### src/rtl/pipeline_pkg.sv
// ---------------------------------------------------------------------------
// pipeline_pkg
// Shared definitions for the elastic valid/ready pipeline.
//
// Handshake convention used by every stage and by the pipeline boundary:
//   - A beat moves across an interface on a rising clk edge where both
//     valid and ready are high.
//   - A producer that raises valid keeps valid and data unchanged until the
//     beat is taken (ready high at an edge).
//   - ready is allowed to depend combinationally on downstream ready, but
//     never on the valid of the same interface, so no combinational loop
//     forms between producer and consumer.
//
// Contents:
//   DEFAULT_DATA_WIDTH / DEFAULT_STAGES : default parameter values
//   cnt_width(stages)                   : bits needed to count 0..stages
// ---------------------------------------------------------------------------
package pipeline_pkg;

    localparam int DEFAULT_DATA_WIDTH = 32;
    localparam int DEFAULT_STAGES     = 4;

    // Occupancy must represent every value from 0 up to and including the
    // stage count, hence stages+1 distinct values.
    function automatic int cnt_width(input int stages);
        if (stages < 1) begin
            return 1;
        end
        return $clog2(stages + 1);
    endfunction

endpackage

### src/rtl/pipeline_elastic_stage.sv
// ---------------------------------------------------------------------------
// pipeline_stage
// One register slice of the elastic pipeline. The slice accepts a new beat
// whenever it is empty or its current beat is leaving this cycle, so an
// empty slice keeps filling even while everything downstream is stalled.
//
// Ports:
//   clk       in   clock, rising edge
//   rst_n     in   synchronous active-low reset (clears valid and data)
//   flush     in   synchronous clear of valid only (data is kept)
//   in_data   in   payload from the previous slice / upstream
//   in_valid  in   valid from the previous slice / upstream
//   in_ready  out  this slice can take a beat this cycle
//   out_data  out  registered payload
//   out_valid out  registered valid
//   out_ready in   next slice / downstream can take our beat
// ---------------------------------------------------------------------------
module pipeline_stage
    import pipeline_pkg::*;
#(
    parameter int DATA_WIDTH = DEFAULT_DATA_WIDTH
) (
    input  logic                  clk,
    input  logic                  rst_n,
    input  logic                  flush,
    input  logic [DATA_WIDTH-1:0] in_data,
    input  logic                  in_valid,
    output logic                  in_ready,
    output logic [DATA_WIDTH-1:0] out_data,
    output logic                  out_valid,
    input  logic                  out_ready
);

    logic [DATA_WIDTH-1:0] data_q;
    logic                  valid_q;

    // Empty, or our beat is being taken this cycle: either way the register
    // is free to load at the coming edge.
    assign in_ready = out_ready | ~valid_q;

    // Reset wins over flush, flush wins over the normal load. Data is only
    // written when a real beat arrives so a bubble never disturbs the
    // payload register.
    always_ff @(posedge clk) begin
        if (!rst_n) begin
            valid_q <= 1'b0;
            data_q  <= '0;
        end else if (flush) begin
            valid_q <= 1'b0;
        end else if (in_ready) begin
            valid_q <= in_valid;
            if (in_valid) begin
                data_q <= in_data;
            end
        end
    end

    assign out_data  = data_q;
    assign out_valid = valid_q;

endmodule

### src/rtl/pipeline_elastic.sv
// ---------------------------------------------------------------------------
// pipeline_elastic
// Parametrised STAGES-deep valid/ready pipeline with per-stage ready, so
// bubbles collapse while downstream is stalled. Adds a synchronous flush and
// a live occupancy count. The d_ready -> u_ready path is combinational by
// design; there is no skid buffer.
//
// Ports:
//   clk        in   clock, rising edge
//   rst_n      in   synchronous active-low reset
//   flush      in   synchronous clear of every stage valid
//   u_data     in   upstream payload
//   u_valid    in   upstream valid
//   u_ready    out  upstream ready (low during flush and reset)
//   d_data     out  downstream payload (last stage register)
//   d_valid    out  downstream valid (last stage valid)
//   d_ready    in   downstream ready
//   occupancy  out  number of stages holding a valid beat (0..STAGES)
// ---------------------------------------------------------------------------
module pipeline_elastic
    import pipeline_pkg::*;
#(
    parameter  int DATA_WIDTH = DEFAULT_DATA_WIDTH,
    parameter  int STAGES     = DEFAULT_STAGES,
    localparam int CNT_WIDTH  = cnt_width(STAGES)
) (
    input  logic                  clk,
    input  logic                  rst_n,
    input  logic                  flush,
    input  logic [DATA_WIDTH-1:0] u_data,
    input  logic                  u_valid,
    output logic                  u_ready,
    output logic [DATA_WIDTH-1:0] d_data,
    output logic                  d_valid,
    input  logic                  d_ready,
    output logic [CNT_WIDTH-1:0]  occupancy
);

    // Index 0 of each chain is the upstream side, index i+1 is the output of
    // stage i, so index STAGES is the downstream side.
    logic [DATA_WIDTH-1:0] chain_data [STAGES+1];
    logic [STAGES:0]       chain_valid;
    logic [STAGES:0]       chain_ready;

    assign chain_data[0]       = u_data;
    assign chain_valid[0]      = u_valid & u_ready;
    assign chain_ready[STAGES] = d_ready;

    // Masking with flush and rst_n tells the producer its beat was not taken
    // in those cycles; the stages themselves ignore input then anyway.
    assign u_ready = chain_ready[0] & ~flush & rst_n;

    for (genvar i = 0; i < STAGES; i++) begin : g_stage
        pipeline_stage #(
            .DATA_WIDTH (DATA_WIDTH)
        ) u_stage (
            .clk       (clk),
            .rst_n     (rst_n),
            .flush     (flush),
            .in_data   (chain_data[i]),
            .in_valid  (chain_valid[i]),
            .in_ready  (chain_ready[i]),
            .out_data  (chain_data[i+1]),
            .out_valid (chain_valid[i+1]),
            .out_ready (chain_ready[i+1])
        );
    end

    assign d_data  = chain_data[STAGES];
    assign d_valid = chain_valid[STAGES];

    // Popcount over the registered stage valids only; the upstream entry of
    // the chain is not storage and is excluded.
    always_comb begin
        occupancy = '0;
        for (int i = 1; i <= STAGES; i++) begin
            occupancy = occupancy + CNT_WIDTH'(chain_valid[i]);
        end
    end

endmodule

### config.mk
export PLATFORM = sky130hd
export DESIGN_NAME = pipeline_elastic
export DESIGN_NICKNAME = d
export VERILOG_FILES = /design/src/rtl/pipeline_pkg.sv /design/src/rtl/pipeline_elastic_stage.sv /design/src/rtl/pipeline_elastic.sv
export SDC_FILE = /design/constraint.sdc
export NUM_CORES = 1
export LEC_CHECK = 0
export BUFFER_PORTS_ARGS = -buffer_cell sky130_fd_sc_hd__buf_2
export CAP_MARGIN = 10
export CORE_MARGIN = 2
export CORE_UTILIZATION = 55
export DETAILED_ROUTE_END_ITERATION = 10
export PLACE_DENSITY = 0.77
export SKIP_CTS_REPAIR_TIMING = 1
export SLEW_MARGIN = 0
export SYNTH_ARGS = -nofsm -noshare
export SYNTH_HDL_FRONTEND = slang
export SYNTH_SLANG_ARGS = --single-unit
### constraint.sdc
create_clock -name clk -period 2.4 [get_ports clk]
set_input_delay 0.24 -clock clk [delete_from_list [all_inputs] [get_ports clk]]
set_output_delay 0.24 -clock clk [all_outputs]
set_load 0.005 [all_outputs]
==> out/qor.txt, run 1 <==
clock power share: 0.518
crit path max fanout: 6
Die Span X: 105 um
CP Launch Type: flip-flop
DIE AREA: 0.0111 sq mm
Setup Skew: 0.00516 ns
most frequent cells in the layout: 131 x dfxtp_1, 96 x nand2_1, 72 x buf_2, 64 x nand3_1, 64 x mux2i_1
setup slack after layout: 0.0823 ns
clock-pin slew of the registers on the worst-case setup and hold paths: 0.06 ns
Rows: 36
hold_sp: u_data[5]
largest net degree at the start of global routing: 90
core footprint: 0.00986 sq mm
number of global-route vias before repair: 4,282
CTS buffer count: 17
n_diodes: 0
fmax: 431 MHz
routability cong.: 0.764
final std cells w/o fill: 759
Syn Std Cell Area: 0.00564 sq mm
Pint: 3.93 mW
run status: finished with violations
Area Overhead vs Synth: 13.6%
combinational power share: 0.041
die height: 105 um
Slew Viols, Final: 0
CP Capture Type: primary output
htree depth: 4
Peak supply drop: 0.559 mV
post-route ant nets: 0
first-pass GRT wire length: 20.2 mm
CP most frequent cell: ha_1
final instance area: 0.00640 sq mm
Via density: 5.91
ys flop type: dfxtp_1
clk_lat worst skew: 0.52 ns
final cycle utilization of the critical path: 0.966
reg2reg end: g_stage[1].u_stage.out_data[2]
Clock Path Buffers: 2
DRC viols: 0
hold path depth: 3
Crit path max-delay family: adder cells
Final nets: 653
failing checks: negative hold slack
worst min path class: input port to flip-flop
final hold violations: 4
Power Total: 5.06 mW
gr usage total: 0.225
Hold Path End: g_stage[0].u_stage.out_data[5]
Area after DPL: 0.00578 sq mm
required time of the critical path: 2.16 ns
slowest stage cell, crit path: fa_1
Total Routed Length: 12.3 mm
critical path type: flip-flop to primary output
DRT Pass-1 Iters: 6
minimum hold slack: -0.00722 ns
Ports: 74
pre-CTS WS: 0.469 ns
minimum clock period: 2.32 ns
critical path cell sequence: inv_2 > fa_1 > inv_1 > ha_1 > ha_1 > buf_2
#FFs+latches synth: 132
total gr overflow: 0
Power Dens Cells: 791 mW/mm^2
# port buffers: 73
dpl hpwl: 7.43 mm
Worst slew margin: 0.307
Synth top area share: 0.469
r2r startpoint: g_stage[2].u_stage.out_valid
Synth Warn #: 0
CP peak stage delay: 0.53 ns
fraction of layout cells with a size suffix above 1: 0.195
Seq pwr share: 0.442
worst slew pin tran: 1.04 ns
Cell variety after synth: 27
reg-to-reg slack, setup: 0.43 ns
final setup fails: 0
Max Cap Viol: 0
post-synth net total: 645
initial drt markers: 246
antenna violations before repair: 0
DR WL/cell: 16.1 um
CTS tree: done
R2R cell count: 3
root buf cell: clkbuf_8
worst path bufs/invs: 3
number of flops mapped to enable cells by yosys: 0
DP Cell Count: 726
Sw Ratio: 0.224
Yosys top cell by area: dfxtp_1
Post-Syn Instances: 605
top cells by area, synth: dfxtp_1 47%, mux2i_1 11%, nand2_1 6.4%
Leak: 2.71 nW
Sinks on Clock Net: 132
crit path DAT: 2.08 ns
Syn Area/Cell: 9.32 sq um
sequential area share after synthesis: 0.469
Initial Util: 0.571
vias: 4,483
most common cell after layout, fill and taps aside: dfxtp_1
asr flop ratio synth: 0
RSZ-0062 raised after global routing: false
Psw: 1.13 mW
cells in the mapped netlist (4+ instances only):
| cell | instances |
|---|---|
| o21ai_0 | 32 |
| clkbuf_1 | 44 |
| buf_6 | 7 |
| nand2_1 | 96 |
| inv_1 | 4 |
| buf_2 | 4 |
| a21boi_0 | 30 |
| buf_4 | 33 |
| buf_1 | 7 |
| dfxtp_1 | 132 |
| o221ai_1 | 32 |
| nand3_1 | 64 |
| a21oi_1 | 4 |
| o2111ai_1 | 32 |
| mux2i_1 | 64 |
| nor2_1 | 4 |
worst reg2reg max path: cells and delay by family (launching register included):
family        cells  cell delay [ns]
flops             1             0.46
mux               1             0.32
simple gates      2             1.11
flip-flops by register name, indices dropped and copies added, names as in the netlist:
name	flops
g_stage.u_stage.out_data	128
g_stage.u_stage.out_valid	4
power by group through the flow:
| stage | Sequential (mW) | Combinational, mW | Clock, mW |
|---|---|---|---|
| after floorplan | 2.28 | 0.136 | 0 |
| after global placement | 2.28 | 0.198 | 0 |
| after detailed placement | 2.28 | 0.203 | 0 |
| after CTS | 2.24 | 0.204 | 2.63 |
| after global routing | 2.24 | 0.225 | 2.74 |
| final | 2.24 | 0.206 | 2.62 |
kinds of logic after synthesis:
| logic type | after synthesis | share of synthesized area |
|---|---|---|
| buffers and inverters | 100 | 0.0988 |
| and+or+nand+nor | 173 | 0.135 |
| adders and majority gates | 3 | 0.00799 |
| muxes | 64 | 0.114 |
| AOI/OAI and AO/OA | 133 | 0.176 |
| DFF | 132 | 0.469 |
how the worst max path moves through the flow:
stage	slack, ns	endpoint	from	cells past startpoint
floorplan	0.48	occupancy[1]	g_stage[0].u_stage.out_valid	7
global placement	0.59	g_stage[1].u_stage.out_data[13]	g_stage[2].u_stage.out_valid	3
detailed placement	0.47	g_stage[1].u_stage.out_data[16]	g_stage[2].u_stage.out_valid	3
CTS	-0.03	occupancy[1]	g_stage[3].u_stage.out_valid	6
global route	0.01	occupancy[1]	g_stage[1].u_stage.out_valid	6
finish	0.08	occupancy[1]	g_stage[3].u_stage.out_valid	6
layer usage:
| metal | track usage | vias to the layer above | part of all wire |
|---|---|---|---|
| li1 | - | 2175 | - |
| met1 | 0.264 | 2181 | 0.42 |
| met2 | 0.397 | 108 | 0.52 |
| met3 | 0.0544 | 19 | 0.048 |
| met4 | 0.0838 | 0 | 0.017 |
| met5 | 0 | - | 0 |
through the flow:
stage | util | hold slack, ns | TNS [ns]
floorplan | - | 0.357 | 0
global placement | 0.586 | 0.445 | 0
detailed placement | 0.586 | 0.458 | 0
CTS | 0.648 | -0.0375 | -0.0279
global route | 0.649 | 0.000810 | 0
finish | 0.649 | -0.00722 | 0
final cells by class:
cell class / instances / area, sq um
clock buffer: 19 / 432
clock inverter: 13 / 174
fill: 772 / 3460
inverter: 5 / 18.8
multi-input combinational: 373 / 2450
sequential: 132 / 2650
tap: 133 / 166
timing repair buffer: 84 / 515
Note: power is estimated with default switching activity, not from simulation.
==> run 2, diff against run 1 <==
CORE_UTILIZATION = 40   (was 55)
PLACE_DENSITY = not set   (was 0.77)
clock period = 2.53 ns   (was 2.4 ns; I/O delays follow)
==> out/qor.txt, run 2 (synthesized netlist as in run 1, its figures left out) <==
run status: finished, final reports clean
slowest stage cell, crit path: fa_1
Area Overhead vs Synth: 13.2%
required time of the critical path: 2.28 ns
total gr overflow: 0
final std cells w/o fill: 806
Power Dens Cells: 717 mW/mm^2
DRC viols: 0
Slew Viols, Final: 0
CP Capture Type: primary output
crit path DAT: 2.05 ns
final instance area: 0.00638 sq mm
Peak supply drop: 0.421 mV
r2r startpoint: g_stage[0].u_stage.out_valid
post-route ant nets: 0
pre-CTS WS: 0.525 ns
worst slew pin tran: 1.02 ns
Setup Skew: 0.00310 ns
minimum clock period: 2.31 ns
fraction of layout cells with a size suffix above 1: 0.187
vias: 4,369
RSZ-0062 raised after global routing: false
gr usage total: 0.178
worst min path class: input port to flip-flop
R2R cell count: 4
DRT Pass-1 Iters: 4
DIE AREA: 0.0151 sq mm
Initial Util: 0.408
most common cell after layout, fill and taps aside: dfxtp_1
Sinks on Clock Net: 132
CTS tree: done
final hold violations: 0
core footprint: 0.0138 sq mm
critical path cell sequence: inv_1 > fa_1 > inv_1 > ha_1 > ha_1 > buf_2
crit path max fanout: 6
TNS Setup: 0 ns
clk_lat worst skew: 0.41 ns
htree depth: 4
number of global-route vias before repair: 4,129
routability cong.: 0.773
Via density: 5.42
critical path type: flip-flop to primary output
CP Launch Type: flip-flop
largest net degree at the start of global routing: 79
initial drt markers: 339
setup slack after layout: 0.224 ns
antenna violations before repair: 0
# port buffers: 73
root buf cell: clkbuf_16
first-pass GRT wire length: 20.6 mm
DR WL/cell: 15.7 um
CP peak stage delay: 0.55 ns
Area after DPL: 0.00582 sq mm
Clock Path Buffers: 2
most frequent cells in the layout: 132 x dfxtp_1, 96 x nand2_1, 72 x buf_2, 64 x nand3_1, 64 x mux2i_1
hold_sp: u_valid
reg2reg end: g_stage[1].u_stage.out_data[16]
final setup fails: 0
Max Cap Viol: 0
Die Span X: 123 um
final cycle utilization of the critical path: 0.911
hold path depth: 3
reg-to-reg slack, setup: 0.51 ns
Total Routed Length: 12.7 mm
Rows: 43
die height: 123 um
Largest register FFs: 128
Hold Path End: g_stage[0].u_stage.out_valid
clock-pin slew of the registers on the worst-case setup and hold paths: 0.05 ns
dpl hpwl: 7.94 mm
Ports: 74
DP Cell Count: 774
Worst slew margin: 0.323
Leak: 2.69 nW
Final nets: 653
fmax: 434 MHz
n_diodes: 0
CTS buffer count: 17
run 2: through the flow:
| stage | total power [mW] | utilization | hold slack [ns] |
|---|---|---|---|
| 2_1_floorplan | 2.29 | - | 0.370 |
| 3_3_place_gp | 2.35 | 0.421 | 0.450 |
| 3_5_place_dp | 2.36 | 0.421 | 0.457 |
| 4_1_cts | 4.61 | 0.461 | 0.0891 |
| 5_1_grt | 4.72 | 0.461 | 0.106 |
| 6_report | 4.57 | 0.461 | 0.0994 |
run 2: routing by layer:
metal	wire length, um	up-vias	GRT usage
met5	0	-	0
met3	472	23	0.0404
met1	5650	2081	0.218
li1	-	2167	-
met2	6250	98	0.294
met4	297	0	0.0848
run 2: layout make-up:
class                   count  area, sq um
repair buffers             84          488
fillers                  1322         7450
well taps                 180          225
clock buffers              29          541
flip-flops and latches    132         2640
clock inverters             3         15.0
inverters                   5         18.8
multi-input cells         373         2450
run 2: worst max-delay path: cells and delay by family, from the launching register on:
| kind | cells | cell delay, ns |
|---|---|---|
| adder cells (fa/ha/maj) | 3 | 0.98 |
| flip-flops | 1 | 0.40 |
| buffers and inverters | 3 | 0.26 |
run 2: how the worst max path moves through the flow:
stage                                      start                               to  depth (start not counted)
floorplan           g_stage[0].u_stage.out_valid                     occupancy[1]                          7
finish              g_stage[3].u_stage.out_valid                     occupancy[1]                          6
CTS                 g_stage[3].u_stage.out_valid                     occupancy[1]                          6
global placement    g_stage[0].u_stage.out_valid  g_stage[1].u_stage.out_data[24]                          4
detailed placement  g_stage[0].u_stage.out_valid  g_stage[1].u_stage.out_data[22]                          4
global route        g_stage[3].u_stage.out_valid                     occupancy[1]                          6
run 2: power breakdown:
part,leakage [nW],switching [mW],internal (mW)
sequential,1.07,0.0134,2.11
combinational,1.34,0.120,0.0730
clock,0.277,0.825,1.43
total,2.69,0.959,3.61
==> run 3, diff against run 2 <==
SETUP_SLACK_MARGIN = 0.3   (was not set)
==> out/qor.txt, run 3 (synthesized netlist as in run 1, its figures left out) <==
run status: finished, final reports clean
n_diodes: 0
Worst slew margin: 0.320
number of global-route vias before repair: 4,129
DR WL/cell: 15.7 um
Clock Path Buffers: 2
Power Dens Cells: 714 mW/mm^2
Final Core Density: 0.463
minimum hold slack: 0.0987 ns
Ports: 74
core footprint: 0.0138 sq mm
crit path DAT: 1.90 ns
clk_lat worst skew: 0.41 ns
setup slack after layout: 0.373 ns
required time of the critical path: 2.28 ns
dpl hpwl: 7.94 mm
CP peak stage delay: 0.53 ns
vias: 4,382
post-route ant nets: 0
Largest register FFs: 128
Max Cap Viol: 0
Slew Viols, Final: 0
Sinks on Clock Net: 132
CP Capture Type: primary output
most frequent cells in the layout: 129 x dfxtp_1, 96 x nand2_1, 72 x buf_2, 64 x nand3_1, 64 x mux2i_1
final hold violations: 0
htree depth: 4
antenna violations before repair: 0
Setup Skew: 0.00330 ns
crit path max fanout: 2
fmax: 464 MHz
Filler cells: 1,323
DRC viols: 0
initial drt markers: 339
worst min path class: input port to flip-flop
fraction of layout cells with a size suffix above 1: 0.197
final cycle utilization of the critical path: 0.853
Leak: 2.70 nW
final setup fails: 0
TNS Setup: 0 ns
Total Routed Length: 12.7 mm
routability cong.: 0.773
DRT Pass-1 Iters: 5
Peak supply drop: 0.422 mV
Rows: 43
# port buffers: 73
slowest stage cell, crit path: fa_1
Die Span X: 123 um
Area Overhead vs Synth: 13.6%
RSZ-0062 raised after global routing: false
first-pass GRT wire length: 20.6 mm
largest net degree at the start of global routing: 79
pre-CTS WS: 0.525 ns
DIE AREA: 0.0151 sq mm
clock-pin slew of the registers on the worst-case setup and hold paths: 0.05 ns
gr usage total: 0.178
Via density: 5.42
minimum clock period: 2.16 ns
CP Launch Type: flip-flop
critical path type: flip-flop to primary output
most common cell after layout, fill and taps aside: dfxtp_1
critical path cell sequence: inv_2 > fa_1 > inv_1 > ha_2 > ha_1 > buf_2
CTS buffer count: 17
root buf cell: clkbuf_16
Final nets: 655
Initial Util: 0.408
worst slew pin tran: 1.02 ns
CTS tree: done
final std cells w/o fill: 808
total gr overflow: 0
DP Cell Count: 774
die height: 123 um
run 3: changes by cell type in the layout (fill, tap and decap cells not counted), sizes merged:
cell and delta:
buf +2
run 3: final timing paths:
kind                                        start                              end  slack [ns]  cells after the start
setup / recovery     g_stage[0].u_stage.out_valid                     occupancy[1]        0.37                      6
hold / removal                            u_valid     g_stage[0].u_stage.out_valid         0.1                      3
setup reg to reg     g_stage[0].u_stage.out_valid  g_stage[1].u_stage.out_data[16]        0.53                      4
hold reg to reg   g_stage[2].u_stage.out_data[24]  g_stage[2].u_stage.out_data[24]        0.46                      2
run 3: per-stage QoR:
| stage | cell area (sq um) | power, mW |
|---|---|---|
| after floorplan | 5640 | 2.29 |
| after global placement | 5820 | 2.35 |
| after detailed placement | 5820 | 2.36 |
| after CTS | 6380 | 4.61 |
| after global routing | 6400 | 4.72 |
| final | 6400 | 4.57 |
run 3: worst max-delay path, delay by kind of cell, from the launching register on:
family	cells	cell delay, ns
buffers and inverters	3	0.22
adders and majority gates	3	0.94
DFF	1	0.33
run 3: report_power, final:
group	leakage [nW]	switching (mW)	internal, mW
combinational	1.35	0.121	0.0739
sequential	1.07	0.0134	2.11
clock	0.277	0.827	1.43
total	2.70	0.961	3.61
run 3: layer usage:
| layer | share of wire | vias up | global-route usage | routed length [um] |
|---|---|---|---|---|
| met5 | 0 | - | 0 | 0 |
| met4 | 0.023 | 0 | 0.0848 | 297 |
| met3 | 0.034 | 23 | 0.0404 | 426 |
| met2 | 0.50 | 91 | 0.294 | 6300 |
| met1 | 0.45 | 2093 | 0.218 | 5670 |
| li1 | - | 2175 | - | - |
run 3: layout make-up:
class	instances	area, sq um	share of cell area
inverters	5	18.8	0.00293
flip-flops and latches	132	2650	0.414
multi-input cells	373	2450	0.383
clock buffers	29	541	0.0844
repair buffers	86	503	0.0785
well taps	180	225	0.0352
clock inverters	3	15.0	0.00234
